===== config.mk =====
export PLATFORM = sky130hd
export DESIGN_NAME = div
export DESIGN_NICKNAME = d
export VERILOG_FILES = /design/src/rtl/maths_pkg.sv /design/src/rtl/div_step.sv /design/src/rtl/div.sv
export SDC_FILE = /design/constraint.sdc
export NUM_CORES = 1
export LEC_CHECK = 0
export BUFFER_PORTS_ARGS = -buffer_cell sky130_fd_sc_hd__buf_4
export CORE_AREA = 2 2 168 203
export CTS_BUF_LIST = sky130_fd_sc_hd__clkbuf_4 sky130_fd_sc_hd__clkbuf_8
export DETAILED_ROUTE_END_ITERATION = 8
export DIE_AREA = 0 0 170 205
export GPL_ROUTABILITY_DRIVEN = 0
export PLACE_DENSITY = 0.58
export SYNTH_ARGS = -nofsm -noshare
export SYNTH_HDL_FRONTEND = slang
export SYNTH_HIERARCHICAL = 1
export SYNTH_SLANG_ARGS = --single-unit
export TNS_END_PERCENT = 30

===== constraint.sdc =====
create_clock -name clock -period 7.95 [get_ports clock]
set_clock_uncertainty 0.05 [all_clocks]
set_input_delay 1.59 -clock clock [delete_from_list [all_inputs] [get_ports clock]]
set_output_delay 1.59 -clock clock [all_outputs]
set_load 0.02 [all_outputs]

===== src/rtl/maths_pkg.sv =====
// Shared fixed-point definitions for the fractal datapath arithmetic blocks
// (multiplier and divider).
//   FX_WIDTH / FX_FBITS : default operand width and fractional bit count
//   fx_t                : signed fixed-point value, Q(FX_WIDTH-FX_FBITS).FX_FBITS
//   div_state_t         : divider sequencer states
//   FX_MAX / FX_MIN     : saturation values for the default width
package maths_pkg;

  localparam int FX_WIDTH = 25;
  localparam int FX_FBITS = 4;

  typedef logic signed [FX_WIDTH-1:0] fx_t;

  localparam fx_t FX_MAX = {1'b0, {(FX_WIDTH-1){1'b1}}};
  localparam fx_t FX_MIN = {1'b1, {(FX_WIDTH-1){1'b0}}};

  // FINISH publishes the staged result and pulses io_done, so that the
  // result appears ITER+3 edges after the accepting edge (2 for a zero divisor).
  typedef enum logic [2:0] {
    DIV_IDLE   = 3'd0,
    DIV_CALC   = 3'd1,
    DIV_ROUND  = 3'd2,
    DIV_SIGN   = 3'd3,
    DIV_ZERO   = 3'd4,
    DIV_FINISH = 3'd5
  } div_state_t;

endpackage


===== src/rtl/div_step.sv =====
// One restoring long-division step (purely combinational).
//   r_in    : partial remainder, always < b_abs
//   num_bit : next numerator bit shifted into the remainder
//   b_abs   : divisor magnitude
//   r_out   : new partial remainder
//   q_bit   : quotient bit produced by this step
module div_step #(
  parameter int WIDTH = 25
) (
  input  logic [WIDTH-1:0] r_in,
  input  logic             num_bit,
  input  logic [WIDTH-1:0] b_abs,
  output logic [WIDTH-1:0] r_out,
  output logic             q_bit
);

  logic [WIDTH:0]   r_sh;
  logic [WIDTH-1:0] r_sub;

  always_comb begin
    r_sh  = {r_in, num_bit};
    q_bit = (r_sh >= {1'b0, b_abs});
    // When the subtraction is taken the true result is below b_abs, so the
    // low WIDTH bits of the modular difference are exact.
    r_sub = r_sh[WIDTH-1:0] - b_abs;
    r_out = q_bit ? r_sub : r_sh[WIDTH-1:0];
  end

endmodule


===== src/rtl/div.sv =====
// Sequential signed fixed-point divider: io_valOut = io_a / io_b, rounded
// half-to-even, one quotient bit per clock (restoring long division).
// Ports:
//   clock, reset      : clock (posedge), asynchronous active-high reset
//   io_start          : start request, sampled only in IDLE
//   io_a, io_b        : signed dividend / divisor, registered at start
//   io_busy           : operation in progress
//   io_done           : one-cycle pulse when result/flags are updated
//   io_valid          : result valid (no overflow, no divide-by-zero)
//   io_ovf            : quotient out of range, io_valOut saturated
//   io_dbz            : divisor was zero
//   io_valOut         : signed quotient, held until the next io_done
//   dbg_state         : current sequencer state (div_state_t encoding)
// Handshake: io_start is honoured only while idle; io_busy rises on the edge
// after the accepted start and falls together with the io_done pulse. Flags
// are cleared at start; io_valOut keeps the previous result until io_done.
module div
  import maths_pkg::*;
#(
  parameter int WIDTH = FX_WIDTH,
  parameter int FBITS = FX_FBITS
) (
  input  logic             clock,
  input  logic             reset,
  input  logic             io_start,
  output logic             io_busy,
  output logic             io_done,
  output logic             io_valid,
  output logic             io_ovf,
  output logic             io_dbz,
  input  logic [WIDTH-1:0] io_a,
  input  logic [WIDTH-1:0] io_b,
  output logic [WIDTH-1:0] io_valOut,
  output logic [2:0]       dbg_state
);

  localparam int ITER = WIDTH + FBITS;
  localparam int CW   = $clog2(ITER);

  // Magnitude limits for positive / negative results, at quotient width.
  localparam logic [ITER:0] LIM_POS = {{(FBITS+1){1'b0}}, 1'b0, {(WIDTH-1){1'b1}}};
  localparam logic [ITER:0] LIM_NEG = {{(FBITS+1){1'b0}}, 1'b1, {(WIDTH-1){1'b0}}};
  localparam logic [WIDTH-1:0] SAT_MAX = {1'b0, {(WIDTH-1){1'b1}}};
  localparam logic [WIDTH-1:0] SAT_MIN = {1'b1, {(WIDTH-1){1'b0}}};

  div_state_t state, state_next;

  logic             sign_r;
  logic [WIDTH-1:0] b_abs_r;
  logic [ITER-1:0]  num_r;
  logic [WIDTH-1:0] rem_r;
  logic [ITER-1:0]  quo_r;
  logic [ITER:0]    qm_r;
  logic [CW-1:0]    cnt_r;

  logic [WIDTH-1:0] stage_val;
  logic             stage_valid;
  logic             stage_ovf;
  logic             stage_dbz;

  // Magnitudes are unsigned WIDTH-bit values, so the most negative operand
  // maps to 2^(WIDTH-1) rather than wrapping.
  logic [WIDTH-1:0] a_mag;
  logic [WIDTH-1:0] b_mag;
  logic [WIDTH-1:0] step_r;
  logic             step_q;
  logic [WIDTH:0]   two_r;
  logic             round_up;

  assign a_mag = io_a[WIDTH-1] ? (~io_a + 1'b1) : io_a;
  assign b_mag = io_b[WIDTH-1] ? (~io_b + 1'b1) : io_b;

  assign two_r    = {rem_r, 1'b0};
  assign round_up = (two_r > {1'b0, b_abs_r}) ||
                    ((two_r == {1'b0, b_abs_r}) && quo_r[0]);

  assign dbg_state = state;

  div_step #(.WIDTH(WIDTH)) u_step (
    .r_in    (rem_r),
    .num_bit (num_r[ITER-1]),
    .b_abs   (b_abs_r),
    .r_out   (step_r),
    .q_bit   (step_q)
  );

  always_ff @(posedge clock or posedge reset) begin
    if (reset) state <= DIV_IDLE;
    else       state <= state_next;
  end

  always_comb begin
    state_next = state;
    case (state)
      DIV_IDLE:   if (io_start) state_next = (io_b == '0) ? DIV_ZERO : DIV_CALC;
      DIV_CALC:   if (cnt_r == '0) state_next = DIV_ROUND;
      DIV_ROUND:  state_next = DIV_SIGN;
      DIV_SIGN:   state_next = DIV_FINISH;
      DIV_ZERO:   state_next = DIV_FINISH;
      DIV_FINISH: state_next = DIV_IDLE;
      default:    state_next = DIV_IDLE;
    endcase
  end

  always_ff @(posedge clock or posedge reset) begin
    if (reset) begin
      sign_r      <= 1'b0;
      b_abs_r     <= '0;
      num_r       <= '0;
      rem_r       <= '0;
      quo_r       <= '0;
      qm_r        <= '0;
      cnt_r       <= '0;
      stage_val   <= '0;
      stage_valid <= 1'b0;
      stage_ovf   <= 1'b0;
      stage_dbz   <= 1'b0;
      io_busy     <= 1'b0;
      io_done     <= 1'b0;
      io_valid    <= 1'b0;
      io_ovf      <= 1'b0;
      io_dbz      <= 1'b0;
      io_valOut   <= '0;
    end else begin
      io_done <= 1'b0;
      case (state)
        DIV_IDLE: begin
          if (io_start) begin
            sign_r   <= io_a[WIDTH-1] ^ io_b[WIDTH-1];
            b_abs_r  <= b_mag;
            num_r    <= {a_mag, {FBITS{1'b0}}};
            rem_r    <= '0;
            quo_r    <= '0;
            cnt_r    <= CW'(ITER - 1);
            io_busy  <= 1'b1;
            io_valid <= 1'b0;
            io_ovf   <= 1'b0;
            io_dbz   <= 1'b0;
          end
        end
        DIV_CALC: begin
          rem_r <= step_r;
          num_r <= {num_r[ITER-2:0], 1'b0};
          quo_r <= {quo_r[ITER-2:0], step_q};
          if (cnt_r != '0) cnt_r <= cnt_r - 1'b1;
        end
        DIV_ROUND: begin
          qm_r <= round_up ? ({1'b0, quo_r} + 1'b1) : {1'b0, quo_r};
        end
        DIV_SIGN: begin
          stage_dbz <= 1'b0;
          if (qm_r > (sign_r ? LIM_NEG : LIM_POS)) begin
            stage_ovf   <= 1'b1;
            stage_valid <= 1'b0;
            stage_val   <= sign_r ? SAT_MIN : SAT_MAX;
          end else begin
            stage_ovf   <= 1'b0;
            stage_valid <= 1'b1;
            stage_val   <= sign_r ? (~qm_r[WIDTH-1:0] + 1'b1) : qm_r[WIDTH-1:0];
          end
        end
        DIV_ZERO: begin
          stage_dbz   <= 1'b1;
          stage_ovf   <= 1'b0;
          stage_valid <= 1'b0;
          stage_val   <= '0;
        end
        DIV_FINISH: begin
          io_valOut <= stage_val;
          io_valid  <= stage_valid;
          io_ovf    <= stage_ovf;
          io_dbz    <= stage_dbz;
          io_done   <= 1'b1;
          io_busy   <= 1'b0;
        end
        default: ;
      endcase
    end
  end

endmodule


# Word-level counts from Yosys, hierarchy flattened
# Cells that the tools add are included.
[totals]
reg_bits = 205
latch_bits = 0
mem_bits_rw = 0
romBits = 0
input_bits = 53
output_inout_bits = 33
wordCells = 89
memories = 0
[op_classes]
add_sub_neg = 6
multipliers = 0
div = 0
order_cmp = 3
n_eq_ne = 9
shifts = 0
muxes = 34
bitwise_logic = 4
reduce_logical = 15
[ops]
columns = ["operator", "n"]
rows = [
  ["25-bit 2-to-1 mux", 8],
  ["29-bit case mux with 2 select lines", 2],
  ["25-bit case mux with 2 select lines", 2],
  ["25-bit by 1-bit adder with 25-bit output, second input constant", 3],
  ["25-bit NOT", 3],
  ["29-bit 2-to-1 mux", 2],
  ["29-bit by 1-bit adder with 30-bit output, second input constant", 1],
  ["30-bit by 25-bit greater-than comparator with 1-bit output", 1],
  ["30-bit 2-to-1 mux", 1],
  ["26-bit by 25-bit equality test with 1-bit output", 1],
  ["26-bit by 25-bit greater-or-equal comparator with 1-bit output", 1],
  ["26-bit by 25-bit greater-than comparator with 1-bit output", 1],
  ["25-bit logical NOT", 1],
  ["25-bit subtractor", 1],
  ["1-bit case mux with 2 select lines", 7],
  ["3-bit case mux with 4 select lines", 1],
  ["5-bit 2-to-1 mux", 2],
  ["5-bit case mux with 2 select lines", 1],
  ["3-bit 2-to-1 mux", 3],
  ["2-bit AND reduction", 4],
  ["3-bit by 2-bit equality test with 1-bit output, second input constant", 2],
  ["3-bit equality test, second input constant", 2],
  ["2-bit inequality test, second input constant", 3],
  ["2-bit nonzero test", 3],
  ["11 further kinds", 15],
]

# Logic depth before layout (Yosys ltp)
[logic_depth]
ltp_word = 5
ltp_mapped = 14
mapped_depth_nobuf = 13

# Hierarchy
# The synthesis kept the hierarchy.
[by_module_without_submodules]
columns = ["mod", "n_inst", "cells_each", "area_each_um2"]
rows = [
  ["div", 1, 1209, 11207.0],
  ["div_step", 1, 275, 1736.7],
]

# Worst setup path after synthesis
# Ideal clock, no wire load.
[synth_timing]
path_type = "input to register"
from = "input port io_b[7]"
to = "register state[0], in the netlist dbg_state[0]"
setup_ns = 0.126
arrival_time_ns = 3.541
required_time_ns = 7.774
slack_ns = 4.232
path_stages = 7
path_buffers = 1
path_cell_list = "or4_1 > or3_1 > or3_1 > buf_2 > nor4_4 > o21ai_1 > a221o_1"
[synth_between]
elab_chain_cells = 4
[synth_rtl]
columns = ["item", "line", "rtl"]
rows = [
  ["from (decl)", "div.sv:32", "input logic [WIDTH-1:0] io_b,"],
  ["25-bit logical NOT", "div.sv:95", "DIV_IDLE: if (io_start) state_next = (io_b == '0) ? DIV_ZERO : DIV_CALC;"],
  ["3-bit 2-to-1 mux (2 in a row)", "div.sv:95", ""],
  ["3-bit case mux with 4 select lines", "div.sv:94", "case (state)"],
  ["to (signal assigned)", "div.sv:89", "else state <= state_next;"],
  ["to (decl)", "div.sv:46", "div_state_t state, state_next;"],
]
# Every way passes these cells. The select of a mux whose other input is x is not followed.
# A chain may end at the register's enable or synchronous reset.

# Worst setup path in the final report
[layout_timing]
from = "register num_r[28]"
to = "register rem_r[21]"
[layout_between]
elab_chain_cells = 3
elab_cells_between_ends = 4
[layout_rtl]
columns = ["item", "line", "rtl"]
rows = [
  ["from (decl)", "div.sv:50", "logic [ITER-1:0] num_r;"],
  ["from (signal assigned)", "div.sv:131", "num_r <= {a_mag, {FBITS{1'b0}}};"],
  ["from (signal assigned)", "div.sv:143", "num_r <= {num_r[ITER-2:0], 1'b0};"],
  ["26-bit by 25-bit greater-or-equal comparator with 1-bit output", "div_step.sv:22", "q_bit = (r_sh >= {1'b0, b_abs});"],
  ["via step_q", "div.sv:66", "logic step_q;"],
  ["25-bit 2-to-1 mux", "div_step.sv:26", "r_out = q_bit ? r_sub : r_sh[WIDTH-1:0];"],
  ["via step_r[21]", "div.sv:65", "logic [WIDTH-1:0] step_r;"],
  ["25-bit case mux with 2 select lines", "div.sv:126", "case (state)"],
  ["to (signal assigned)", "div.sv:142", "rem_r <= step_r;"],
  ["to (decl)", "div.sv:51", "logic [WIDTH-1:0] rem_r;"],
]
# The timed path passes the listed nets, and every way through them passes these cells.

==> impl_metrics.prom <==
# TYPE chip_impl_metric gauge
chip_impl_metric{name="timing.max_cap.violations",unit=""} 0
chip_impl_metric{name="avgRoutedWirePerCell",unit="um"} 16.8
chip_impl_metric{name="via_per_inst",unit=""} 5.63
chip_impl_metric{name="ys.warnings.count",unit=""} 6
chip_impl_info{name="critical_path.startpoint_type",value="flip-flop"} 1
chip_impl_metric{name="die-area",unit="sq um"} 34900
chip_impl_metric{name="die-width",unit="um"} 170
chip_impl_info{name="crit_path_frequent_cell",value="inv_1"} 1
chip_impl_metric{name="stdcell_area",unit="sq um"} 14700
chip_impl_metric{name="gr-usage-all-layers",unit=""} 0.198
chip_impl_metric{name="overflow",unit=""} 0
chip_impl_metric{name="maxSlewViolCount",unit=""} 0
chip_impl_info{name="critPathCaptureType",value="flip-flop"} 1
chip_impl_metric{name="synth.ff_latch_count",unit=""} 201
chip_impl_info{name="netlist_top_cells_area",value="dfrtp_1 (39%), ha_1 (7.7%), nand2_1 (6.3%)"} 1
chip_impl_metric{name="setup-violations-final",unit=""} 0
chip_impl_metric{name="row_count",unit=""} 73
chip_impl_metric{name="synth.avg_cell_area",unit="sq um"} 8.72
chip_impl_metric{name="syn-instance-count",unit=""} 1484
chip_impl_metric{name="first_pass_iters",unit=""} 5
chip_impl_info{name="critical_path.slowest_cell",value="o21ai_4"} 1
chip_impl_metric{name="cts_htree_levels",unit=""} 2
chip_impl_info{name="min_from",value="stage_val[13]"} 1
chip_impl_metric{name="final.min_clock_period",unit="ns"} 3.80
chip_impl_metric{name="path_clk_slew",unit="ns"} 0.06
chip_impl_metric{name="timing_hold_violations_final",unit=""} 0
chip_impl_metric{name="critPathArrivalTime",unit="ns"} 4.17
chip_impl_info{name="yosysTopAreaCell",value="dfrtp_1"} 1
chip_impl_metric{name="dpl-instance-area",unit="sq um"} 14000
chip_impl_metric{name="numPortBuffers",unit=""} 85
chip_impl_metric{name="drt_wl_total",unit="um"} 33400
chip_impl_metric{name="synth_top_area_share",unit=""} 0.389
chip_impl_metric{name="floorplan.initialDensity",unit=""} 0.394
chip_impl_info{name="synth_commonest_cells",value="nand2_1 (218), dfrtp_1 (201), o21ai_0 (112)"} 1
chip_impl_metric{name="tightest_slew",unit="ns"} 0.905
chip_impl_metric{name="post_synth_instance_area",unit="sq um"} 12900
chip_impl_metric{name="setup_slack_of_the_most_critical_reg_to_reg_path",unit="ns"} 4.15
chip_impl_metric{name="finish.net_count",unit=""} 1686
chip_impl_info{name="yosysMostFrequentCell",value="nand2_1"} 1
chip_impl_metric{name="remaining_drc_errors",unit=""} 0
chip_impl_metric{name="synth_nets",unit=""} 1618
chip_impl_metric{name="static-leakage-power",unit="nW"} 7.09
chip_impl_metric{name="fin_tns_setup",unit="ns"} 0
chip_impl_metric{name="drive_above_1_share",unit=""} 0.122
chip_impl_metric{name="tritoncts_num_sinks",unit=""} 201
chip_impl_metric{name="grt_start_max_net_pins",unit=""} 101
chip_impl_metric{name="reg2reg_depth",unit=""} 13
chip_impl_metric{name="floorplan.core_area",unit="sq um"} 32900
chip_impl_metric{name="crit_required",unit="ns"} 8.32
chip_impl_metric{name="cts_buffer_depth",unit=""} 3
chip_impl_metric{name="synth_enable_flop_cells",unit=""} 0
chip_impl_metric{name="detailed_place_hpwl",unit="um"} 23800
chip_impl_metric{name="antenna_violating_nets_post_route",unit=""} 0
chip_impl_metric{name="cts_inserted_buffers",unit=""} 37
chip_impl_metric{name="period_share",unit=""} 0.478
chip_impl_metric{name="grt_antenna_before_repair",unit=""} 0
chip_impl_metric{name="boundaryPins",unit=""} 86
chip_impl_info{name="root_buffer_selected_by_cts",value="clkbuf_8"} 1
chip_impl_info{name="worst_r2r_startpoint",value="num_r[28]"} 1
chip_impl_info{name="worstSetupPathType",value="reg -> reg"} 1
chip_impl_info{name="ys.flop_type",value="dfrtp_1"} 1
chip_impl_info{name="critical_path.reg2reg.endpoint",value="rem_r[21]"} 1
chip_impl_info{name="cp_cell_sequence",value="inv_1 > ha_1 > inv_1 > fa_1 > a21oi_1 > o211ai_1 > nand3_1 > o31ai_2 > o21ai_4 > inv_2 > o2111a_1 > a221o_1 > a22o_1"} 1
chip_impl_metric{name="hold_path_depth",unit=""} 2
chip_impl_metric{name="cts_repair_resize_count",unit=""} 0
chip_impl_metric{name="fp.dieH",unit="um"} 205
chip_impl_metric{name="clk-insertion-delay-late",unit="ns"} 0.53
chip_impl_metric{name="irDropWorstVdd",unit="V"} 0.000165
chip_impl_metric{name="relSlewSlack",unit=""} 0.395
chip_impl_metric{name="area_growth",unit="%"} 13.9
chip_impl_metric{name="first_global_vias",unit=""} 11300
chip_impl_metric{name="routed-via-count",unit=""} 11200
chip_impl_metric{name="peak_fanout_along_the_critical_path",unit=""} 28
chip_impl_metric{name="max_clock_freq",unit="GHz"} 0.263
chip_impl_metric{name="synth-seq-area-share",unit=""} 0.389
chip_impl_metric{name="antenna-diode-count",unit=""} 0
chip_impl_metric{name="drt_iter0_drc",unit=""} 622
chip_impl_info{name="status",value="finished clean"} 1
chip_impl_info{name="tritoncts",value="yes"} 1
chip_impl_metric{name="critPathMaxStageDelay",unit="ns"} 0.61
chip_impl_metric{name="cts-hold-fix-buffers",unit=""} 0
chip_impl_metric{name="power_density",unit="nW/um^2"} 377
chip_impl_metric{name="postSynth.asyncResetShare",unit=""} 1.00
chip_impl_metric{name="grt_pass1_wl",unit="um"} 56500
chip_impl_metric{name="synthDistinctLibCells",unit=""} 73
chip_impl_info{name="grt_setup_unrepaired",value="false"} 1
chip_impl_metric{name="cts_post_setup_buffers_inserted",unit=""} 0
chip_impl_info{name="min-delay-path-class",value="reg -> reg"} 1
chip_impl_info{name="min_delay_worst_endpoint",value="io_valOut[13]"} 1
cell families after synthesis:
group           after synthesis  share of synthesized area
compound gates              422                      0.219
xor+xnor                     84                     0.0568
fa+ha+maj                    81                     0.0789
buf+inv                     150                     0.0450
flops                       201                      0.389
mux                          18                     0.0141
simple gates                528                      0.198
layout make-up:
class                      instances  area (sq um)
clock buffer                      57           697
clock inverter                     8          93.8
fill                            3296         18100
inverter                          78           300
multi-input combinational       1133          7350
sequential                       201          5030
tap                              412           515
timing repair buffer             101           758
per-layer routing:
metal | track usage | share of wire | routed length [um] | vias to the layer above
met3 | 0.0313 | 0.038 | 1280 | 63
li1 | - | - | - | 5517
met1 | 0.242 | 0.43 | 14500 | 5393
met2 | 0.355 | 0.50 | 16700 | 233
met5 | 0 | 0 | 0 | -
met4 | 0.0629 | 0.028 | 935 | 0
flip-flops by register name, summed over array words and instances (netlist names):
signal / cells
qm_r: 30
quo_r: 29
b_abs_r: 25
io_valOut: 25
num_r: 25
rem_r: 25
stage_val: 25
cnt_r: 5
dbg_state: 3
io_busy: 1
io_dbz: 1
io_done: 1
io_ovf: 1
io_valid: 1
sign_r: 1
stage_dbz: 1
stage_ovf: 1
stage_valid: 1
worst max path at each step:
stage | from | end | slack (ns)
4_1_cts | num_r[28] | rem_r[21] | 4.17
6_report | num_r[28] | rem_r[21] | 4.15
3_5_place_dp | io_b[7] | dbg_state[0] | 3.86
3_3_place_gp | io_b[7] | dbg_state[0] | 3.89
2_1_floorplan | reset | b_abs_r[0] | 0.83
5_1_grt | num_r[28] | rem_r[21] | 3.94
worst max-delay path, delay by kind of cell, from the launching register on:
family / cells / cell delay (ns)
adder cells (fa/ha/maj): 2 / 0.57
buffers and inverters: 3 / 0.55
AND/OR/NAND/NOR: 1 / 0.19
flip-flops: 1 / 0.39
AO/OA/AOI/OAI: 7 / 1.92
stage by stage:
stage               setup WS (ns)  std cells  total power, W   util  hold slack (ns)
floorplan                   0.828       1484         0.00370      -            0.389
global placement             3.89       1925         0.00444  0.424            0.399
detailed placement           3.86       1925         0.00449  0.424            0.412
CTS                          4.17       1990         0.00560  0.448            0.420
global route                 3.94       1990         0.00606  0.448            0.446
finish                       4.15       1990         0.00555  0.448            0.416
placed cells by master (no fill, tap or decap), drive strengths merged, types with 26 or more instances in the layout:
master | Yosys | final
o21ai | 142 | 142
a22o | 61 | 61
ha | 80 | 80
nor2 | 79 | 79
a22oi | 31 | 31
a21oi | 69 | 69
nand4 | 26 | 26
inv | 78 | 79
nor3 | 31 | 31
dfrtp | 201 | 201
xor2 | 60 | 60
nand2 | 218 | 218
clkbuf | 60 | 57
buf | 12 | 101
and3 | 34 | 34
nand3 | 44 | 44
power by group:
| group | switching, W | leakage [nW] | total (W) | internal (W) |
|---|---|---|---|---|
| clock | 0.000445 | 0.426 | 0.00107 | 0.000624 |
| combinational | 0.00177 | 4.02 | 0.00286 | 0.00109 |
| sequential | 0.000275 | 2.64 | 0.00162 | 0.00135 |
| total | 0.00249 | 7.09 | 0.00555 | 0.00306 |
No activity file was read; power rests on OpenSTA's default activity.
